`src/rtl/mru_value_tracker.sv`:
```
// Most-recently-used tracker of the DEPTH latest distinct sample values, slot 0 newest.
// Optional eviction reporting is enabled by defining MRU_EVICT_OUT_EN.
module mru_value_tracker #(
    parameter int DATA_W = 8,
    parameter int DEPTH  = 4,
    localparam int CW    = $clog2(DEPTH + 1),
    localparam int IW    = $clog2(DEPTH)
) (
    input  logic                    clk_in,
    input  logic                    reset_in,
    input  logic [DATA_W-1:0]       data_in,
    input  logic                    data_valid_in,
    input  logic                    clear_in,
    output logic [DEPTH*DATA_W-1:0] out_data,
    output logic [DEPTH-1:0]        out_valid,
    output logic [CW-1:0]           count_out,
    output logic                    hit_out,
    output logic [IW-1:0]           hit_idx_out
`ifdef MRU_EVICT_OUT_EN
    ,
    output logic [DATA_W-1:0]       evict_out,
    output logic                    evict_valid_out
`endif
);

    typedef enum logic [1:0] {ST_EMPTY, ST_FILL, ST_FULL} state_t;

    state_t            state_q, state_d;
    logic [DATA_W-1:0] slots_q [DEPTH];
    logic [DATA_W-1:0] slots_d [DEPTH];
    logic [CW-1:0]     count_q, count_d;
    logic              hit_q, hit_d;
    logic [IW-1:0]     hit_idx_q, hit_idx_d;
    logic [DATA_W-1:0] evict_q, evict_d;
    logic              evict_valid_q, evict_valid_d;
    logic              match;
    logic [IW-1:0]     match_idx;

    // Only occupied slots take part in the compare, so 0x00 in an empty slot never hits.
    always_comb begin
        match     = 1'b0;
        match_idx = '0;
        for (int k = 0; k < DEPTH; k++) begin
            if ((CW'(k) < count_q) && (slots_q[k] == data_in)) begin
                match     = 1'b1;
                match_idx = IW'(k);
            end
        end
    end

    always_comb begin
        slots_d       = slots_q;
        count_d       = count_q;
        state_d       = state_q;
        hit_d         = 1'b0;
        hit_idx_d     = hit_idx_q;
        evict_d       = evict_q;
        evict_valid_d = 1'b0;
        if (clear_in) begin
            for (int j = 0; j < DEPTH; j++) slots_d[j] = '0;
            count_d = '0;
            state_d = ST_EMPTY;
        end else if (data_valid_in) begin
            if (match) begin
                for (int j = 1; j < DEPTH; j++) begin
                    if (IW'(j) <= match_idx) slots_d[j] = slots_q[j-1];
                end
                slots_d[0] = data_in;
                hit_d      = 1'b1;
                hit_idx_d  = match_idx;
            end else begin
                for (int j = 1; j < DEPTH; j++) slots_d[j] = slots_q[j-1];
                slots_d[0] = data_in;
                if (state_q == ST_FULL) begin
                    evict_d       = slots_q[DEPTH-1];
                    evict_valid_d = 1'b1;
                end else begin
                    count_d = count_q + CW'(1);
                    state_d = (count_q == CW'(DEPTH - 1)) ? ST_FULL : ST_FILL;
                end
            end
        end
    end

    always_ff @(posedge clk_in or posedge reset_in) begin
        if (reset_in) begin
            for (int j = 0; j < DEPTH; j++) slots_q[j] <= '0;
            count_q       <= '0;
            state_q       <= ST_EMPTY;
            hit_q         <= 1'b0;
            hit_idx_q     <= '0;
            evict_q       <= '0;
            evict_valid_q <= 1'b0;
        end else begin
            slots_q       <= slots_d;
            count_q       <= count_d;
            state_q       <= state_d;
            hit_q         <= hit_d;
            hit_idx_q     <= hit_idx_d;
            evict_q       <= evict_d;
            evict_valid_q <= evict_valid_d;
        end
    end

    // Valid flags are a thermometer of the count: occupied slots are always 0..count-1.
    always_comb begin
        out_data  = '0;
        out_valid = '0;
        for (int k = 0; k < DEPTH; k++) begin
            out_data[k*DATA_W +: DATA_W] = slots_q[k];
            out_valid[k]                 = (CW'(k) < count_q);
        end
    end

    assign count_out   = count_q;
    assign hit_out     = hit_q;
    assign hit_idx_out = hit_idx_q;

`ifdef MRU_EVICT_OUT_EN
    assign evict_out       = evict_q;
    assign evict_valid_out = evict_valid_q;
`else
    logic unused_evict;
    assign unused_evict = ^{evict_q, evict_valid_q};
`endif

endmodule
```
`config.mk`:
```
export PLATFORM = sky130hd
export DESIGN_NAME = mru_value_tracker
export DESIGN_NICKNAME = d
export VERILOG_FILES = /design/src/rtl/mru_value_tracker.sv
export SDC_FILE = /design/constraint.sdc
export NUM_CORES = 1
export LEC_CHECK = 0
export CORE_MARGIN = 2
export CORE_UTILIZATION = 40
export CTS_CLUSTER_DIAMETER = 200
export DETAILED_ROUTE_END_ITERATION = 6
export PLACE_DENSITY_LB_ADDON = 0.1
export SYNTH_ARGS = -nofsm -noshare
export SYNTH_HDL_FRONTEND = slang
export SYNTH_SLANG_ARGS = --single-unit
```
`constraint.sdc`:
```
create_clock -name clk_in -period 3.52 [get_ports clk_in]
set_input_delay 0.528 -clock clk_in [delete_from_list [all_inputs] [get_ports clk_in]]
set_output_delay 0.528 -clock clk_in [all_outputs]
set_load 0.005 [all_outputs]
```
==> results.py, run 1 <==
metrics = {
    "outcome": {
        "status": "complete, no violations",
    },
    "detailed_routing": {
        "dr_wl_met2_um": 2580,
        "route.met3.wl_um": 224,
        "vias": 1734,
        "drc": 0,
        "wl_per_cell_um": 16.1,
        "wirelength_um": 5440,
        "routed.top_layer": "met4",
        "wl_met1_um": 2540,
        "ant_nets": 0,
        "drt_iter0_drc": 97,
        "via_per_inst": 5.12,
        "dr.pass1.iters": 4,
    },
    "floorplan": {
        "initial_core_util_pct": 41.5,
        "die_w_um": 79.6,
        "die_h_um": 79.6,
        "dieArea_um2": 6340,
        "core_um2": 5510,
        "ioPinCount": 54,
        "num_rows": 27,
    },
    "logic_synthesis": {
        "ys_seq_elements": 40,
        "ys_seq_area_share_pct": 43.8,
        "synth_area_um2": 2290,
        "ys.warnings.count": 0,
        "synth_fp_nets": 229,
        "synth.distinct_cells": 40,
        "synthCells": 216,
        "syn_area_per_cell_um2": 10.6,
    },
    "layout": {
        "area_delta_synth_final_pct": 29.2,
        "fill_cells": 508,
        "antennaDiodeCount": 0,
        "nets": 280,
        "final_common_cell": "clkdlybuf4s50_1",
        "multi_input_area_um2": 1180,
        "regArea_um2": 1000,
        "mostFrequentLayoutCells": "clkdlybuf4s50_1, dfrtp_1, mux2i_1, nor2_1",
        "drive_gt1_share_pct": 9.74,
    },
    "clock_tree": {
        "cts_resized": 0,
        "clock-sinks": 40,
        "cts_tree": "yes",
        "clock_path_buffers": 2,
        "clkTransAtPathRegs_ps": 80,
        "postCtsSetupBuffers": 0,
        "htree_levels": 2,
        "clock-root-buffer": "clkbuf_8",
        "cts_buffers": 5,
        "clk_latency_ps": 290,
        "hold_buffers": 0,
    },
    "global_route": {
        "grt_max_degree": 41,
        "grt_pass1_wl_um": 8990,
        "grt-ovfl-total": 0,
        "grt.total_usage_pct": 18.7,
        "antenna_found_initial": 0,
        "grt_pass1_vias": 1762,
    },
    "worst_setup_path": {
        "cp-end-kind": "flip-flop",
        "cp_max_fo": 7,
        "cp-startpoint": "data_in[5]",
        "rr_startpoint": "count_out[2]",
        "critPathRequiredTime_ps": 3750,
        "path_class": "input pin to flip-flop",
        "crit_arrival_ps": 2940,
        "cp-start-kind": "input pin",
    },
    "timing": {
        "maxSlewHeadroom_pct": 55.6,
        "tightest_slew_ps": 664,
        "clock_skew_ps": 10.8,
        "drv_slew": 0,
        "hold_viol": 0,
        "finalSetupTns_ps": 0,
        "fmax_ghz": 0.369,
        "finalSetupViolCount": 0,
        "fin_crit_sh_pct": 76.9,
        "rsz0062_at_grt": "no",
        "period_needed_ps": 2710,
    },
    "hold_path": {
        "hold_class": "flip-flop to flip-flop",
        "worstHoldStart": "hit_idx_out[0]",
    },
    "place": {
        "hpwl_um": 3960,
        "io_buffers": 53,
        "place.gp.congestion": 0.797,
    },
    "power_and_ir_drop": {
        "netSwitchingFraction_pct": 26.5,
        "internal_power_w": 0.000686,
        "power_w": 0.000933,
        "p_sw_w": 0.000247,
        "leakagePower_nw": 1.31,
        "power.density_nw_per_um2": 316,
        "p_seq_share_pct": 52.3,
        "p_clk_share_pct": 31.0,
        "power_frac_comb_pct": 16.7,
        "ir_worst_vdd_v": 0.000196,
    },
    "flow_run": {
        "drv_cap": 0,
    },
}
[per-layer routing]
| metal | global-route usage, % | vias up |
|---|---|---|
| met4 | 6.90 | 0 |
| met2 | 29.3 | 51 |
| met1 | 25.4 | 833 |
| met3 | 3.96 | 11 |
| met5 | 0 | - |
| li1 | - | 839 |
[kinds of logic after synthesis]
kind of cell	count (synthesis)	share of synthesized area [%]
and+or+nand+nor	72	18.7
buffers and inverters	20	4.49
DFF	40	43.8
muxes	25	11.0
AOI/OAI and AO/OA	26	9.25
xor gates and xnor gates	32	12.3
adders and majority gates	1	0.547
[per-stage QoR]
stage | instances | utilization [%] | hold slack, ps | cell area [um^2] | setup slack [ps]
6_report | 339 | 53.6 | 511 | 2950 | 813
5_1_grt | 339 | 53.6 | 584 | 2950 | 685
4_1_cts | 339 | 53.6 | 517 | 2950 | 820
3_5_place_dp | 332 | 52.2 | 502 | 2880 | 530
3_3_place_gp | 332 | 52.2 | 500 | 2880 | 570
2_1_floorplan | 216 | - | 494 | 2290 | 1210
[cell usage after synthesis, drive strengths merged]
master | n | area, um^2
nor3 | 2 | 21.3
inv | 3 | 11.3
ha | 1 | 12.5
nand4 | 2 | 12.5
o21ai | 4 | 20.0
nand2b | 17 | 106
o31a | 1 | 8.76
mux2 | 1 | 11.3
or3 | 2 | 12.5
nand2 | 6 | 22.5
or2 | 1 | 6.26
clkbuf | 6 | 22.5
o31ai | 1 | 7.51
xor2 | 15 | 131
buf | 11 | 68.8
and4 | 2 | 17.5
nor2 | 22 | 82.6
a221oi | 1 | 8.76
mux2i | 24 | 240
o41ai | 1 | 27.5
nand3 | 6 | 30.0
nor2b | 3 | 18.8
and4b | 1 | 10.0
a22o | 7 | 61.3
nor4b | 1 | 15.0
a21oi | 5 | 25.0
a21boi | 1 | 7.51
dfrtp | 40 | 1000
nor4 | 5 | 58.8
xnor2 | 17 | 149
a21o | 2 | 15.0
a21bo | 3 | 30.0
and3 | 2 | 13.8
[registers in the layout, summed over array words and instances (netlist names)]
| name | flops |
|---|---|
| hit_out | 1 |
| state_q | 2 |
| out_data | 32 |
| count_out | 3 |
| hit_idx_out | 2 |
[critical path, stage by stage]
cell and delay [ps]:
clkdlybuf4s50_1 620, xor2_1 260, nor4_2 90, and3_2 240, o31ai_1 470, nor2b_1 490
a22o_1 230
[power by group through the flow]
stage	logic (W)	clock network (W)	registers, W
final	0.000156	0.000289	0.000488
after global routing	0.000171	0.000321	0.000491
after CTS	0.000158	0.000296	0.000489
after detailed placement	0.000157	0	0.000498
after global placement	0.000157	0	0.000498
after floorplan	0.0000942	0	0.000495
[final cells by class]
| type | count | area share (%) |
|---|---|---|
| Clock buffer | 6 | 2.46 |
| Timing Repair Buffer | 61 | 20.0 |
| Multi-Input combinational cell | 156 | 40.1 |
| Sequential cell | 40 | 33.9 |
| Inverter | 3 | 0.381 |
| Clock inverter | 1 | 0.169 |
| Tap cell | 72 | 3.05 |
[final timing paths]
path                             endpoint  slack, ps  cells after the start
max                          out_data[27]        810                      7
min                        hit_idx_out[0]        510                      2
max reg2reg                  out_data[27]       1080                      5
min reg2reg                hit_idx_out[0]        510                      2
max in group asynchronous    out_data[21]       2490                      3
min in group asynchronous    count_out[2]        660                      3
Note: power is estimated with default switching activity, not from simulation.
==> run 2: changes to the inputs <==
==> constraint.sdc (replaced) <==
create_clock -name clk_in -period 2.46 [get_ports clk_in]
set_input_delay 0.369 -clock clk_in [delete_from_list [all_inputs] [get_ports clk_in]]
set_output_delay 0.369 -clock clk_in [all_outputs]
set_load 0.005 [all_outputs]
==> run 2 against run 1 <==
Compared with the run above:
- combinational power is 59% higher
- sequential cell count stayed put
- total power is 43% higher
- critical path type unchanged
==> results.py, run 2 (synthesis gave the netlist of run 1 again) <==
metrics = {
    "hold_path": {
        "hold_class": "input pin to async pin",
    },
    "timing": {
        "maxSlewHeadroom_pct": 63.7,
        "tightest_slew_ps": 545,
        "finalWorstSetupSlack_ps": 188,
        "finalSetupViolCount": 0,
        "rsz0062_at_grt": "no",
        "clock_skew_ps": 7.31,
        "period_needed_ps": 2270,
        "holdWs_ps": 521,
        "drv_slew": 0,
        "fin_crit_sh_pct": 92.3,
        "hold_viol": 0,
        "fmax_ghz": 0.440,
    },
    "clock_tree": {
        "cts_buffers": 5,
        "cts_tree": "yes",
        "hold_buffers": 0,
        "htree_levels": 2,
        "clkTransAtPathRegs_ps": 70,
        "cts_resized": 0,
        "clock-sinks": 40,
        "clock_path_buffers": 2,
        "postCtsSetupBuffers": 0,
        "clk_latency_ps": 290,
        "clock-root-buffer": "clkbuf_8",
    },
    "worst_setup_path": {
        "crit_arrival_ps": 2450,
        "cp_max_fo": 7,
        "rrSetupSlack_ps": 280,
        "crit_slowest_cell": "clkdlybuf4s50_1",
        "crit_buf_inv": 2,
        "ff2ff_path_depth": 5,
        "cp-start-kind": "input pin",
        "crit_path_cell_trace": "clkdlybuf4s50_1, buf_4, xnor2_1, nand2_1, nor4_1, o31ai_1, nor2b_2, a22o_1",
        "cp-end-kind": "flip-flop",
        "path_delay_family": "simple AND/OR/NAND/NOR gates",
        "rr_startpoint": "count_out[2]",
        "critPathRequiredTime_ps": 2630,
        "path_class": "input pin to flip-flop",
        "cpPeakStageDelay_ps": 580,
        "timing.rr.end": "out_data[24]",
    },
    "layout": {
        "nets": 297,
        "largest_reg_flops": 32,
        "area_delta_synth_final_pct": 35.0,
        "mostFrequentLayoutCells": "clkdlybuf4s50_1, dfrtp_1, mux2i_1, buf_4, nor2_1",
        "postLayoutCoreUtil_pct": 56.1,
        "antennaDiodeCount": 0,
        "drive_gt1_share_pct": 15.2,
        "fill_cells": 503,
        "final_common_cell": "clkdlybuf4s50_1",
    },
    "global_route": {
        "grt_pass1_vias": 1686,
        "grt-ovfl-total": 0,
        "grt_max_degree": 41,
        "antenna_found_initial": 0,
        "grt_pass1_wl_um": 9190,
        "grt.total_usage_pct": 19.5,
    },
    "floorplan": {
        "core_um2": 5510,
        "num_rows": 27,
        "initial_core_util_pct": 41.5,
        "ioPinCount": 54,
        "dieArea_um2": 6340,
        "die_h_um": 79.6,
        "die_w_um": 79.6,
    },
    "detailed_routing": {
        "drt_iter0_drc": 149,
        "drc": 0,
        "wirelength_um": 5650,
        "ant_nets": 0,
        "wl_per_cell_um": 15.9,
        "dr.pass1.iters": 4,
        "vias": 1792,
        "via_per_inst": 5.06,
    },
    "power_and_ir_drop": {
        "power.density_nw_per_um2": 433,
        "leakagePower_nw": 1.39,
        "power_w": 0.00134,
        "ir_worst_vdd_v": 0.000271,
    },
    "outcome": {
        "status": "complete, no violations",
    },
    "place": {
        "hpwl_um": 4260,
        "io_buffers": 53,
        "dp_slack_ps": -190,
        "place.gp.congestion": 0.886,
    },
    "flow_run": {
        "drv_cap": 0,
    },
}
-- run 2: cell type report --
class	count	area, um^2	area share [%]
tap	72	90.1	2.92
multi-input combinational	156	1190	38.4
inverter	3	11.3	0.365
timing repair buffer	78	731	23.7
sequential	40	1000	32.4
clock buffer	5	68.8	2.23
-- run 2: metrics by stage --
step	instance area [um^2]	instances	TNS (ps)
4_1_cts	3090	354	0
6_report	3090	354	0
2_1_floorplan	2290	216	0
3_3_place_gp	3020	349	-1200
5_1_grt	3090	354	0
3_5_place_dp	3020	349	-2110
-- run 2: worst max-delay path by stage --
stage,start,end,slack (ps),depth (start not counted)
2_1_floorplan,count_out[2],count_out[2],280,5
3_3_place_gp,data_in[1],out_data[27],-120,8
3_5_place_dp,data_in[1],out_data[24],-190,7
4_1_cts,data_in[1],out_data[24],110,7
5_1_grt,data_in[1],out_data[24],20,8
6_report,data_in[1],out_data[24],190,8
-- run 2: worst register-to-register path, delay by kind of cell, from the launching register on --
kind | cells | cell delay (ps)
and+or+nand+nor | 3 | 1070
AOI/OAI and AO/OA | 2 | 580
DFF | 1 | 460
-- run 2: metal layers --
| layer | global-route usage [%] | up-vias | part of all wire, % |
|---|---|---|---|
| li1 | - | 869 | - |
| met4 | 5.69 | 0 | 0.71 |
| met5 | 0 | - | 0 |
| met3 | 4.07 | 4 | 4.4 |
| met1 | 28.6 | 872 | 48 |
| met2 | 28.7 | 47 | 47 |
-- run 2: where the power goes --
| group | total (W) | switching [W] | internal [W] |
|---|---|---|---|
| clock | 0.000391 | 0.000208 | 0.000183 |
| combinational | 0.000248 | 0.000116 | 0.000132 |
| sequential | 0.000700 | 0.0000234 | 0.000676 |
